### src/rtl/cpu_pkg.sv
`default_nettype none
// cpu_pkg: sequencer state encoding and opcode constants, shared with the control matrix.
package cpu_pkg;

  typedef enum logic [1:0] {
    FETCH     = 2'd0,
    DECODE    = 2'd1,
    EXECUTE   = 2'd2,
    WRITEBACK = 2'd3
  } state_t;

  localparam logic [3:0] OP_CMP  = 4'b0101;
  localparam logic [3:0] OP_BLT  = 4'b0110;
  localparam logic [3:0] OP_HALT = 4'b1111;

endpackage : cpu_pkg
`default_nettype wire

### src/rtl/instr_sequencer_if.sv
`default_nettype none
// instr_sequencer_if: RAM/ALU inputs and control-matrix outputs of the instruction sequencer.
interface instr_sequencer_if #(
  parameter int INSTR_W = 16,
  parameter int CNT_W   = 16
);
  import cpu_pkg::*;

  logic               run;
  logic               mem_ready;
  logic [INSTR_W-1:0] instr_in;
  logic               alu_lt;
  state_t             state;
  logic [3:0]         opcode;
  logic [INSTR_W-5:0] operand;
  logic               LT_flag;
  logic               branch_flag;
  logic               halted;
  logic [CNT_W-1:0]   retired;

  modport master (
    output run, mem_ready, instr_in, alu_lt,
    input  state, opcode, operand, LT_flag, branch_flag, halted, retired
  );

  modport slave (
    input  run, mem_ready, instr_in, alu_lt,
    output state, opcode, operand, LT_flag, branch_flag, halted, retired
  );

endinterface : instr_sequencer_if
`default_nettype wire

### src/rtl/instr_sequencer.sv
`default_nettype none
// instr_sequencer: four-state fetch/decode/execute/writeback sequencer with halt/resume,
// compare and branch flags, and a retired-instruction counter. All outputs registered.
module instr_sequencer
  import cpu_pkg::*;
#(
  parameter int INSTR_W = 16,
  parameter int CNT_W   = 16
) (
  input  logic               clock,
  input  logic               state_machine_reset_n,
  instr_sequencer_if.slave   bus
);

  state_t             state_q, state_d;
  logic [3:0]         opcode_q;
  logic [INSTR_W-5:0] operand_q;
  logic               lt_flag_q;
  logic               branch_flag_q;
  logic               halted_q;
  logic [CNT_W-1:0]   retired_q;

  always_comb begin
    state_d = state_q;
    case (state_q)
      FETCH:     if (!halted_q && bus.mem_ready) state_d = DECODE;
      DECODE:    state_d = EXECUTE;
      EXECUTE:   state_d = WRITEBACK;
      WRITEBACK: state_d = FETCH;
      default:   state_d = FETCH;
    endcase
  end

  always_ff @(posedge clock or negedge state_machine_reset_n) begin
    if (!state_machine_reset_n) begin
      state_q       <= FETCH;
      opcode_q      <= OP_HALT;
      operand_q     <= '0;
      lt_flag_q     <= 1'b0;
      branch_flag_q <= 1'b0;
      halted_q      <= 1'b1;
      retired_q     <= '0;
    end else begin
      state_q <= state_d;
      case (state_q)
        FETCH: begin
          // A resume edge only clears halted; the fetch happens on the next edge.
          if (halted_q) begin
            if (bus.run) halted_q <= 1'b0;
          end else if (bus.mem_ready) begin
            opcode_q      <= bus.instr_in[INSTR_W-1 -: 4];
            operand_q     <= bus.instr_in[INSTR_W-5:0];
            branch_flag_q <= 1'b0;
          end
        end
        EXECUTE: begin
          if (opcode_q == OP_CMP) lt_flag_q     <= bus.alu_lt;
          if (opcode_q == OP_BLT) branch_flag_q <= lt_flag_q;
        end
        WRITEBACK: begin
          retired_q <= retired_q + CNT_W'(1);
          if (opcode_q == OP_HALT) halted_q <= 1'b1;
        end
        default: ;
      endcase
    end
  end

  assign bus.state       = state_q;
  assign bus.opcode      = opcode_q;
  assign bus.operand     = operand_q;
  assign bus.LT_flag     = lt_flag_q;
  assign bus.branch_flag = branch_flag_q;
  assign bus.halted      = halted_q;
  assign bus.retired     = retired_q;

endmodule : instr_sequencer
`default_nettype wire

### src/flat_wrapper.sv
// flat-port wrapper written by rule: the top's interface ports become plain ports
module instr_sequencer_flat import cpu_pkg::*;
#(
  parameter int INSTR_W = 16,
  parameter int CNT_W   = 16
)
  (clock, state_machine_reset_n, bus_run, bus_mem_ready, bus_instr_in, bus_alu_lt, bus_state, bus_opcode, bus_operand, bus_LT_flag, bus_branch_flag, bus_halted, bus_retired);
  instr_sequencer_if #(.INSTR_W(INSTR_W), .CNT_W(CNT_W)) bus_i ();
  input  logic clock;
  input  logic state_machine_reset_n;
  input wire logic [$bits(bus_i.run)-1:0] bus_run;
  input wire logic [$bits(bus_i.mem_ready)-1:0] bus_mem_ready;
  input wire logic [$bits(bus_i.instr_in)-1:0] bus_instr_in;
  input wire logic [$bits(bus_i.alu_lt)-1:0] bus_alu_lt;
  output wire logic [$bits(bus_i.state)-1:0] bus_state;
  output wire logic [$bits(bus_i.opcode)-1:0] bus_opcode;
  output wire logic [$bits(bus_i.operand)-1:0] bus_operand;
  output wire logic [$bits(bus_i.LT_flag)-1:0] bus_LT_flag;
  output wire logic [$bits(bus_i.branch_flag)-1:0] bus_branch_flag;
  output wire logic [$bits(bus_i.halted)-1:0] bus_halted;
  output wire logic [$bits(bus_i.retired)-1:0] bus_retired;
  assign bus_i.run = bus_run;
  assign bus_i.mem_ready = bus_mem_ready;
  assign bus_i.instr_in = bus_instr_in;
  assign bus_i.alu_lt = bus_alu_lt;
  assign bus_state = bus_i.state;
  assign bus_opcode = bus_i.opcode;
  assign bus_operand = bus_i.operand;
  assign bus_LT_flag = bus_i.LT_flag;
  assign bus_branch_flag = bus_i.branch_flag;
  assign bus_halted = bus_i.halted;
  assign bus_retired = bus_i.retired;
  instr_sequencer #(.INSTR_W(INSTR_W), .CNT_W(CNT_W)) u_core (.clock(clock), .state_machine_reset_n(state_machine_reset_n), .bus(bus_i));
endmodule
### config.mk
export PLATFORM = sky130hd
export DESIGN_NAME = instr_sequencer_flat
export DESIGN_NICKNAME = d
export VERILOG_FILES = /design/src/rtl/cpu_pkg.sv /design/src/rtl/instr_sequencer_if.sv /design/src/rtl/instr_sequencer.sv /design/src/flat_wrapper.sv
export SDC_FILE = /design/constraint.sdc
export NUM_CORES = 1
export LEC_CHECK = 0
export BUFFER_PORTS_ARGS = -buffer_cell sky130_fd_sc_hd__buf_2
export CELL_PAD_IN_SITES_DETAIL_PLACEMENT = 0
export CELL_PAD_IN_SITES_GLOBAL_PLACEMENT = 1
export CORE_UTILIZATION = 42
export CTS_CLUSTER_SIZE = 25
export DETAILED_ROUTE_END_ITERATION = 10
export PLACE_DENSITY = 0.95
export SYNTH_ARGS = -nofsm -noshare
export SYNTH_HDL_FRONTEND = slang
export SYNTH_SLANG_ARGS = --single-unit
### constraint.sdc
create_clock -name clock -period 4.5 [get_ports clock]
set_input_delay 0.225 -clock clock [delete_from_list [all_inputs] [get_ports clock]]
set_output_delay 0.225 -clock clock [all_outputs]
set_load 0.01 [all_outputs]
After elaboration in Yosys (flattened, before gate mapping)
Index checks and enable logic that the tools add are counted.
{"block": "word_totals", "regBits": 37, "in_bits": 21, "elab_cells": 39}
{"block": "classes", "addsub": 1, "eq_ne": 11, "n_mux": 10, "bitwise": 1, "n_reduce_logical": 9}
{"cell": "$add 16x1->16 const B", "count": 1}
{"cell": "$eq 4x3->1 const B", "count": 2}
{"cell": "$pmux 2 s4", "count": 1}
{"cell": "$mux 1", "count": 6}
{"cell": "$ne 2x1->1 const B", "count": 3}
{"cell": "$eq 2x2->1 const B", "count": 2}
{"cell": "$eq 4x4->1 const B", "count": 1}
{"cell": "$ne 2x2->1 const B", "count": 2}
{"cell": "$pmux 1 s2", "count": 2}
{"cell": "$reduce_and 2->1", "count": 2}
{"cell": "$reduce_and 4->1", "count": 1}
{"cell": "$reduce_bool 2->1", "count": 2}
{"cell": "$reduce_and 3->1", "count": 1}
{"cell": "$eq 2x1->1 const B", "count": 1}
{"cell": "$logic_not 2->1", "count": 1}
{"cell": "$mux 2", "count": 1}
{"cell": "$logic_and 1x1->1", "count": 1}
{"cell": "$logic_not 1->1", "count": 1}
{"cell": "$not 1->1", "count": 1}

Longest topological paths before layout
Gate-level depths: netlist of the first run.
{"block": "depth", "word_depth": 4, "depth_mapped": 5, "mapped_depth_nobuf": 5}

Worst setup path before layout of the first run
OpenSTA, ideal clock, no wires.
{"block": "synth_path", "kind": "register -> register", "startpoint": "register u_core.state_q[0], in the netlist u_core.bus.state[0]", "endpoint": "register u_core.operand_q[10], in the netlist u_core.bus.operand[10]", "setup_ps": 125, "t_arrival_ps": 1492, "setup_slack_ps": 2883, "stages_incl_launch_ff": 6, "path_buffers": 1, "synth_period_minus_slack_ps": 1617, "path_cell_list": "dfrtp_1 -> inv_1 -> ha_1 -> nand3b_2 -> buf_2 -> mux2_2"}
{"block": "synth_via", "elab_chain_len": 2}
{"element": "from (decl)", "line": "instr_sequencer.sv:15", "text": "state_t state_q, state_d;"}
{"element": "from (signal assigned)", "line": "instr_sequencer.sv:44", "text": "state_q <= state_d;"}
{"element": "$logic_not 2->1", "line": "instr_sequencer.sv:45", "text": "case (state_q)"}
{"element": "$reduce_and 3->1 (no source line)"}
{"element": "to (signal assigned)", "line": "instr_sequencer.sv:52", "text": "operand_q <= bus.instr_in[INSTR_W-5:0];"}
{"element": "to (decl)", "line": "instr_sequencer.sv:17", "text": "logic [INSTR_W-5:0] operand_q;"}
No other way between the ends.
A chain may end at the register's enable or synchronous reset.

Worst setup path in the final report of the first run
{"block": "layout_path", "startpoint": "register u_core.state_q[0], in the netlist u_core.bus.state[0]", "endpoint": "register u_core.operand_q[8], in the netlist u_core.bus.operand[8]"}
The elaborated chain is that of the path after synthesis.

==> results.cfg, run 1 <==
[status]
run_status = completed

[detailed_routing]
route.detailed.drc = 0
route.final.wire_length_mm = 3.09
final_antenna_net_count = 0
wire_per_inst_um = 13.0
vias = 1172
dr.pass1.iters = 4
detailed_router_s_first_iteration_violation_count = 75
drt-vias-per-instance = 4.92

[setup_path]
worst_r2r_path_depth = 4
worstReg2RegStart = u_core.bus.state[0]$_DFFE_PN0P_
kind_of_launch_point_of_the_worst_setup_path = flop
cp.buffers_inverters = 1
worst_setup_path_startpoint = u_core.bus.state[0]$_DFFE_PN0P_
cp_cell_sequence = inv_1 -> ha_1 -> nand3b_2 -> mux2_2
regToRegSetupSlack_ns = 2.83
worst_ep_required_time_ns = 4.68
worstSetupPathDepth = 4
critical_path_capture_point_type = flop
max_stage_delay_ns = 0.40
crit-reg2reg-capture = u_core.bus.operand[8]$_DFFE_PN0P_
worst_setup_path_class = reg2reg
crit_family = flip-flops
arrival_ns = 1.85
slowest_cell_on_the_critical_path = dfrtp_1
crit_path_max_fanout = 16
setup.worst_path.end = u_core.bus.operand[8]$_DFFE_PN0P_

[power_and_ir_drop]
power-per-cell-area_mw_per_mm2 = 598
power.total_mw = 1.26
vdd_ir_drop_max_uv = 378
static-leakage-power_nw = 1.06

[sta]
final_max_slew_viol_count = 0
worst_pin_slew_ns = 0.806
rsz0062_at_grt = false
fin_setup_tns_ns = 0
hold_slack_ns = 0.00992
finalWorstSetupSlack_ns = 2.83
timing.slew.headroom_pct = 46.3
final_hold_viol_count = 0
worst_clock_skew_ns = 0.00534
min_period_over_period_pct = 37.0
setup_violations = 0
period_minus_slack_ns = 1.67
max_clock_freq_mhz = 600

[placed_design]
place.gp.congestion = 0.713
numPlacedInstances = 230
place.port_buffers = 57
postPlaceCellArea_mm2 = 0.00203
dp.final_hpwl_mm = 2.23
minimum_setup_slack_after_placement_ns = 2.81

[cells_and_area]
most-common-layout-cells = buf_2 (57), dfrtp_1 (32), mux2_2 (19)
area_growth_pct = 24.3
final_layout_size_suffix_gt1_share_pct = 51.1
final_common_cell = buf_2
postLayoutCoreUtil_pct = 56.1
fillers = 334
fin_area_mm2 = 0.00211
finalNetCount = 215
num_antenna_cells = 0
fin_cells = 238

[yosys]
synthesis.yosys.warnings = 0
synthDominantCellAreaShare_pct = 47.1
ys_seq_area_share_pct = 54.8
synthesis.area_mm2 = 0.00170
ys_top_cells_by_area = dfrtp_1 (47%), mux2_2 (13%), dfstp_2 (7.7%)
ffs_latches_synth = 37
post_synth.cell_area_avg_um2 = 13.4
netlist_instances = 127
post_synth_num_cell_types = 30
syn-num-nets = 153
synth_top_cell_by_area = dfrtp_1

[clock_network]
cts-root-buf = clkbuf_8
cts.clk_slew.worst_paths_ns = 0.07
clock_sinks = 37
clockBufferDepth = 2
cts-htree-levels = 2
tritoncts = built
insertion_delay_ns = 0.29
tritoncts.num_buffers = 5
post_cts_resized = 0
cts-hold-fix-buffers = 0
post-cts-setup-buffer-count = 0

[grt]
grt_first_pass_wirelength_mm = 5.13
global_route_congestion_overflow_total = 0
grt.total_usage_pct = 16.4
grt_pass1_vias = 1102
antenna_found_initial = 0
grt_max_degree = 38

[floorplan]
placementRows = 22
die_w_um = 65.7
ioPinCount = 58
floorplan.die_area_mm2 = 0.00431
floorplan.core_area_mm2 = 0.00377
die_y_um = 65.7
initial_core_util_pct = 45.1

[flow_run]
timing.max_cap.violations = 0

[hold_path]
hold_path_class = in2async
[registers in the layout, summed over array words and instances (netlist names)]
name and count:
u_core.bus.retired 16, u_core.bus.state 2, u_core.bus.opcode 4, u_core.bus.branch_flag 1, u_core.bus.LT_flag 1, u_core.bus.operand 12
u_core.bus.halted 1
[power breakdown]
| part | switching [mW] | leakage, nW | internal (mW) |
|---|---|---|---|
| registers | 0.110 | 0.457 | 0.468 |
| clock network | 0.121 | 0.0439 | 0.107 |
| logic | 0.219 | 0.559 | 0.240 |
[cells in the mapped netlist (all sizes together)]
library cell	n
buf	1
mux2	19
nand4	6
xor2	9
nor3b	1
and3	2
mux2i	1
nor4	4
nor3	4
nand3b	2
a2111o	1
a32oi	1
nand2	6
clkbuf	1
a31oi	2
dfstp	5
o21ai	1
dfrtp	32
nor2b	1
inv	6
and2	1
nor2	3
nand2b	2
ha	5
nand3	4
xnor2	6
nand4bb	1
[metal layers]
layer | routed length (um) | vias up | share of wire (%) | GRT usage [%]
li1 | - | 569 | - | -
met1 | 1400 | 551 | 45 | 20.1
met2 | 1400 | 45 | 45 | 25.0
met3 | 217 | 7 | 7.0 | 5.03
met4 | 76 | 0 | 2.5 | 9.78
met5 | 0 | - | 0 | 0
[worst min-delay path by stage]
| stage | start | end | slack (ns) |
|---|---|---|---|
| 4_1_cts | state_machine_reset_n | u_core.bus.retired[4]$_DFFE_PN0N_ | 0.04 |
| 5_1_grt | state_machine_reset_n | u_core.bus.retired[4]$_DFFE_PN0N_ | 0.07 |
| 6_report | state_machine_reset_n | u_core.bus.retired[3]$_DFFE_PN0N_ | 0.01 |
| 2_1_floorplan | state_machine_reset_n | u_core.bus.LT_flag$_DFFE_PN0P_ | -0.07 |
| 3_5_place_dp | state_machine_reset_n | u_core.bus.retired[5]$_DFFE_PN0N_ | 0.37 |
| 3_3_place_gp | state_machine_reset_n | u_core.bus.retired[6]$_DFFE_PN0N_ | 0.37 |
[cell type report]
class / instances / area (um2) / area share (%)
Sequential cell: 37 / 932 / 44.1
Inverter: 6 / 22.5 / 1.07
Timing Repair Buffer: 57 / 285 / 13.5
Clock buffer: 5 / 68.8 / 3.25
Clock inverter: 3 / 17.5 / 0.828
Multi-Input combinational cell: 82 / 728 / 34.4
Tap cell: 48 / 60.1 / 2.84
[logic make-up after synthesis]
kind of cell / count (synthesis) / share of synthesized area (%)
mux: 20 / 13.2
flops: 37 / 54.8
compound gates: 5 / 2.21
simple gates: 37 / 16.0
fa+ha+maj: 5 / 3.68
xor+xnor: 15 / 7.72
buf+inv: 8 / 2.43
[worst reg2reg max path, cell delays in order (launching register included)]
cell      delay [ns]
dfrtp_1         0.40
inv_1           0.12
ha_1            0.29
nand3b_2        0.35
mux2_2          0.40
Power figures use the tool's default switching activity.
==> inputs of run 2 (changes only) <==
Settings changed: CORE_UTILIZATION 42 to 39, PLACE_DENSITY 0.95 to 0.91.
Clock period 4.5 ns to 1.7 ns, I/O delays scaled along.
==> results.cfg, run 2 (synthesis gave the netlist of run 1 again) <==
[grt]
antenna_found_initial = 0
grt_first_pass_wirelength_mm = 5.27
grt_max_degree = 38
grt_pass1_vias = 1147
grt.total_usage_pct = 15.4
global_route_congestion_overflow_total = 0

[cells_and_area]
most-common-layout-cells = buf_2 (57), dfrtp_1 (32), mux2_2 (19)
largest_register_ff_count = 16
final_layout_size_suffix_gt1_share_pct = 52.0
postLayoutCoreUtil_pct = 53.8
area_growth_pct = 29.2
final_common_cell = buf_2
fillers = 380
finalNetCount = 221
num_antenna_cells = 0

[setup_path]
worst_ep_required_time_ns = 1.88
critical_path_capture_point_type = flop
setup.worst_path.end = u_core.bus.LT_flag$_DFFE_PN0P_
crit_family = flip-flops
worst_r2r_path_depth = 5
crit-reg2reg-capture = u_core.bus.LT_flag$_DFFE_PN0P_
cp.buffers_inverters = 1
arrival_ns = 1.71
cp_cell_sequence = inv_1 -> ha_1 -> nand3b_1 -> nor3b_1 -> mux2_2
regToRegSetupSlack_ns = 0.17
max_stage_delay_ns = 0.39
worst_setup_path_class = reg2reg
slowest_cell_on_the_critical_path = dfrtp_1
worstReg2RegStart = u_core.bus.state[0]$_DFFE_PN0P_
kind_of_launch_point_of_the_worst_setup_path = flop
worst_setup_path_startpoint = u_core.bus.state[0]$_DFFE_PN0P_
worstSetupPathDepth = 5
crit_path_max_fanout = 4

[clock_network]
cts-htree-levels = 2
clock_sinks = 37
cts-root-buf = clkbuf_8
insertion_delay_ns = 0.29
tritoncts.num_buffers = 5
cts.clk_slew.worst_paths_ns = 0.08
tritoncts = built
clockBufferDepth = 2

[hold_path]
whs_path_depth = 2
hold_path_class = in2reg

[detailed_routing]
route.detailed.drc = 0
detailed_router_s_first_iteration_violation_count = 44
dr.pass1.iters = 4
vias = 1211
wire_per_inst_um = 13.3
route.final.wire_length_mm = 3.28
final_antenna_net_count = 0
drt-vias-per-instance = 4.92

[sta]
worst_clock_skew_ns = 0.00499
period_minus_slack_ns = 1.53
max_clock_freq_mhz = 652
fin_setup_tns_ns = 0
final_max_slew_viol_count = 0
worst_pin_slew_ns = 0.471
setup_violations = 0
timing.slew.headroom_pct = 68.6
finalWorstSetupSlack_ns = 0.167
hold_slack_ns = 0.0206
final_hold_viol_count = 0
rsz0062_at_grt = false
min_period_over_period_pct = 90.2

[status]
run_status = completed

[power_and_ir_drop]
power.total_mw = 3.58
vdd_ir_drop_max_uv = 774
static-leakage-power_nw = 1.10
power-per-cell-area_mw_per_mm2 = 1630

[floorplan]
floorplan.die_area_mm2 = 0.00463
die_y_um = 68.1
ioPinCount = 58
floorplan.core_area_mm2 = 0.00409
die_w_um = 68.1
initial_core_util_pct = 41.6
placementRows = 23

[placed_design]
minimum_setup_slack_after_placement_ns = 0.177
place.port_buffers = 57
dp.final_hpwl_mm = 2.38
place.gp.congestion = 0.712

[flow_run]
timing.max_cap.violations = 0
run 2: final cells by class:
cell class / instances / area, um2 / share of cell area [%]
flip-flops and latches: 37 / 932 / 42.4
clock buffers: 5 / 68.8 / 3.13
inverters: 6 / 22.5 / 1.02
clock inverters: 3 / 46.3 / 2.11
repair buffers: 63 / 335 / 15.3
multi-input cells: 82 / 731 / 33.2
well taps: 50 / 62.6 / 2.85
run 2: worst min path at each step:
stage,end,slack [ns],startpoint
after global routing,u_core.bus.operand[0]$_DFFE_PN0P_,0.01,bus_instr_in[0]
after floorplan,u_core.bus.LT_flag$_DFFE_PN0P_,-0.21,state_machine_reset_n
final,u_core.bus.operand[10]$_DFFE_PN0P_,0.02,bus_instr_in[10]
after global placement,u_core.bus.retired[6]$_DFFE_PN0N_,0.16,state_machine_reset_n
after detailed placement,u_core.bus.retired[4]$_DFFE_PN0N_,0.16,state_machine_reset_n
after CTS,u_core.bus.operand[10]$_DFFE_PN0P_,0.01,bus_instr_in[10]
run 2: per-layer routing:
layer  global-route usage (%)  up-vias  part of all wire (%)
li1                         -      581                     -
met1                     19.5      575                    46
met2                     24.1       50                    44
met3                     6.17        5                   8.6
met4                     3.91        0                   1.2
met5                        0        -                     0
run 2: metrics by stage:
stage	instances	area, um2
floorplan	127	1700
global placement	236	2060
detailed placement	236	2060
CTS	246	2200
global route	246	2200
finish	246	2200
run 2: report_power, final:
group / total [mW] / internal (mW) / switching (mW)
Sequential: 1.53 / 1.24 / 0.289
Combinational: 1.28 / 0.679 / 0.602
Clock: 0.768 / 0.439 / 0.329
run 2: worst register-to-register path: stages (launching register included):
cell and delay [ns]:
dfrtp_1 0.39, inv_1 0.13, ha_1 0.21, nand3b_1 0.13
nor3b_1 0.22, mux2_2 0.35
run 2: repair_timing:
item	in CTS	in global routing
endpoints found under the hold margin	33	0
resized for setup	0	1
endpoints found under the setup margin	0	1
buffers inserted	0	0
hold buffers	2	0
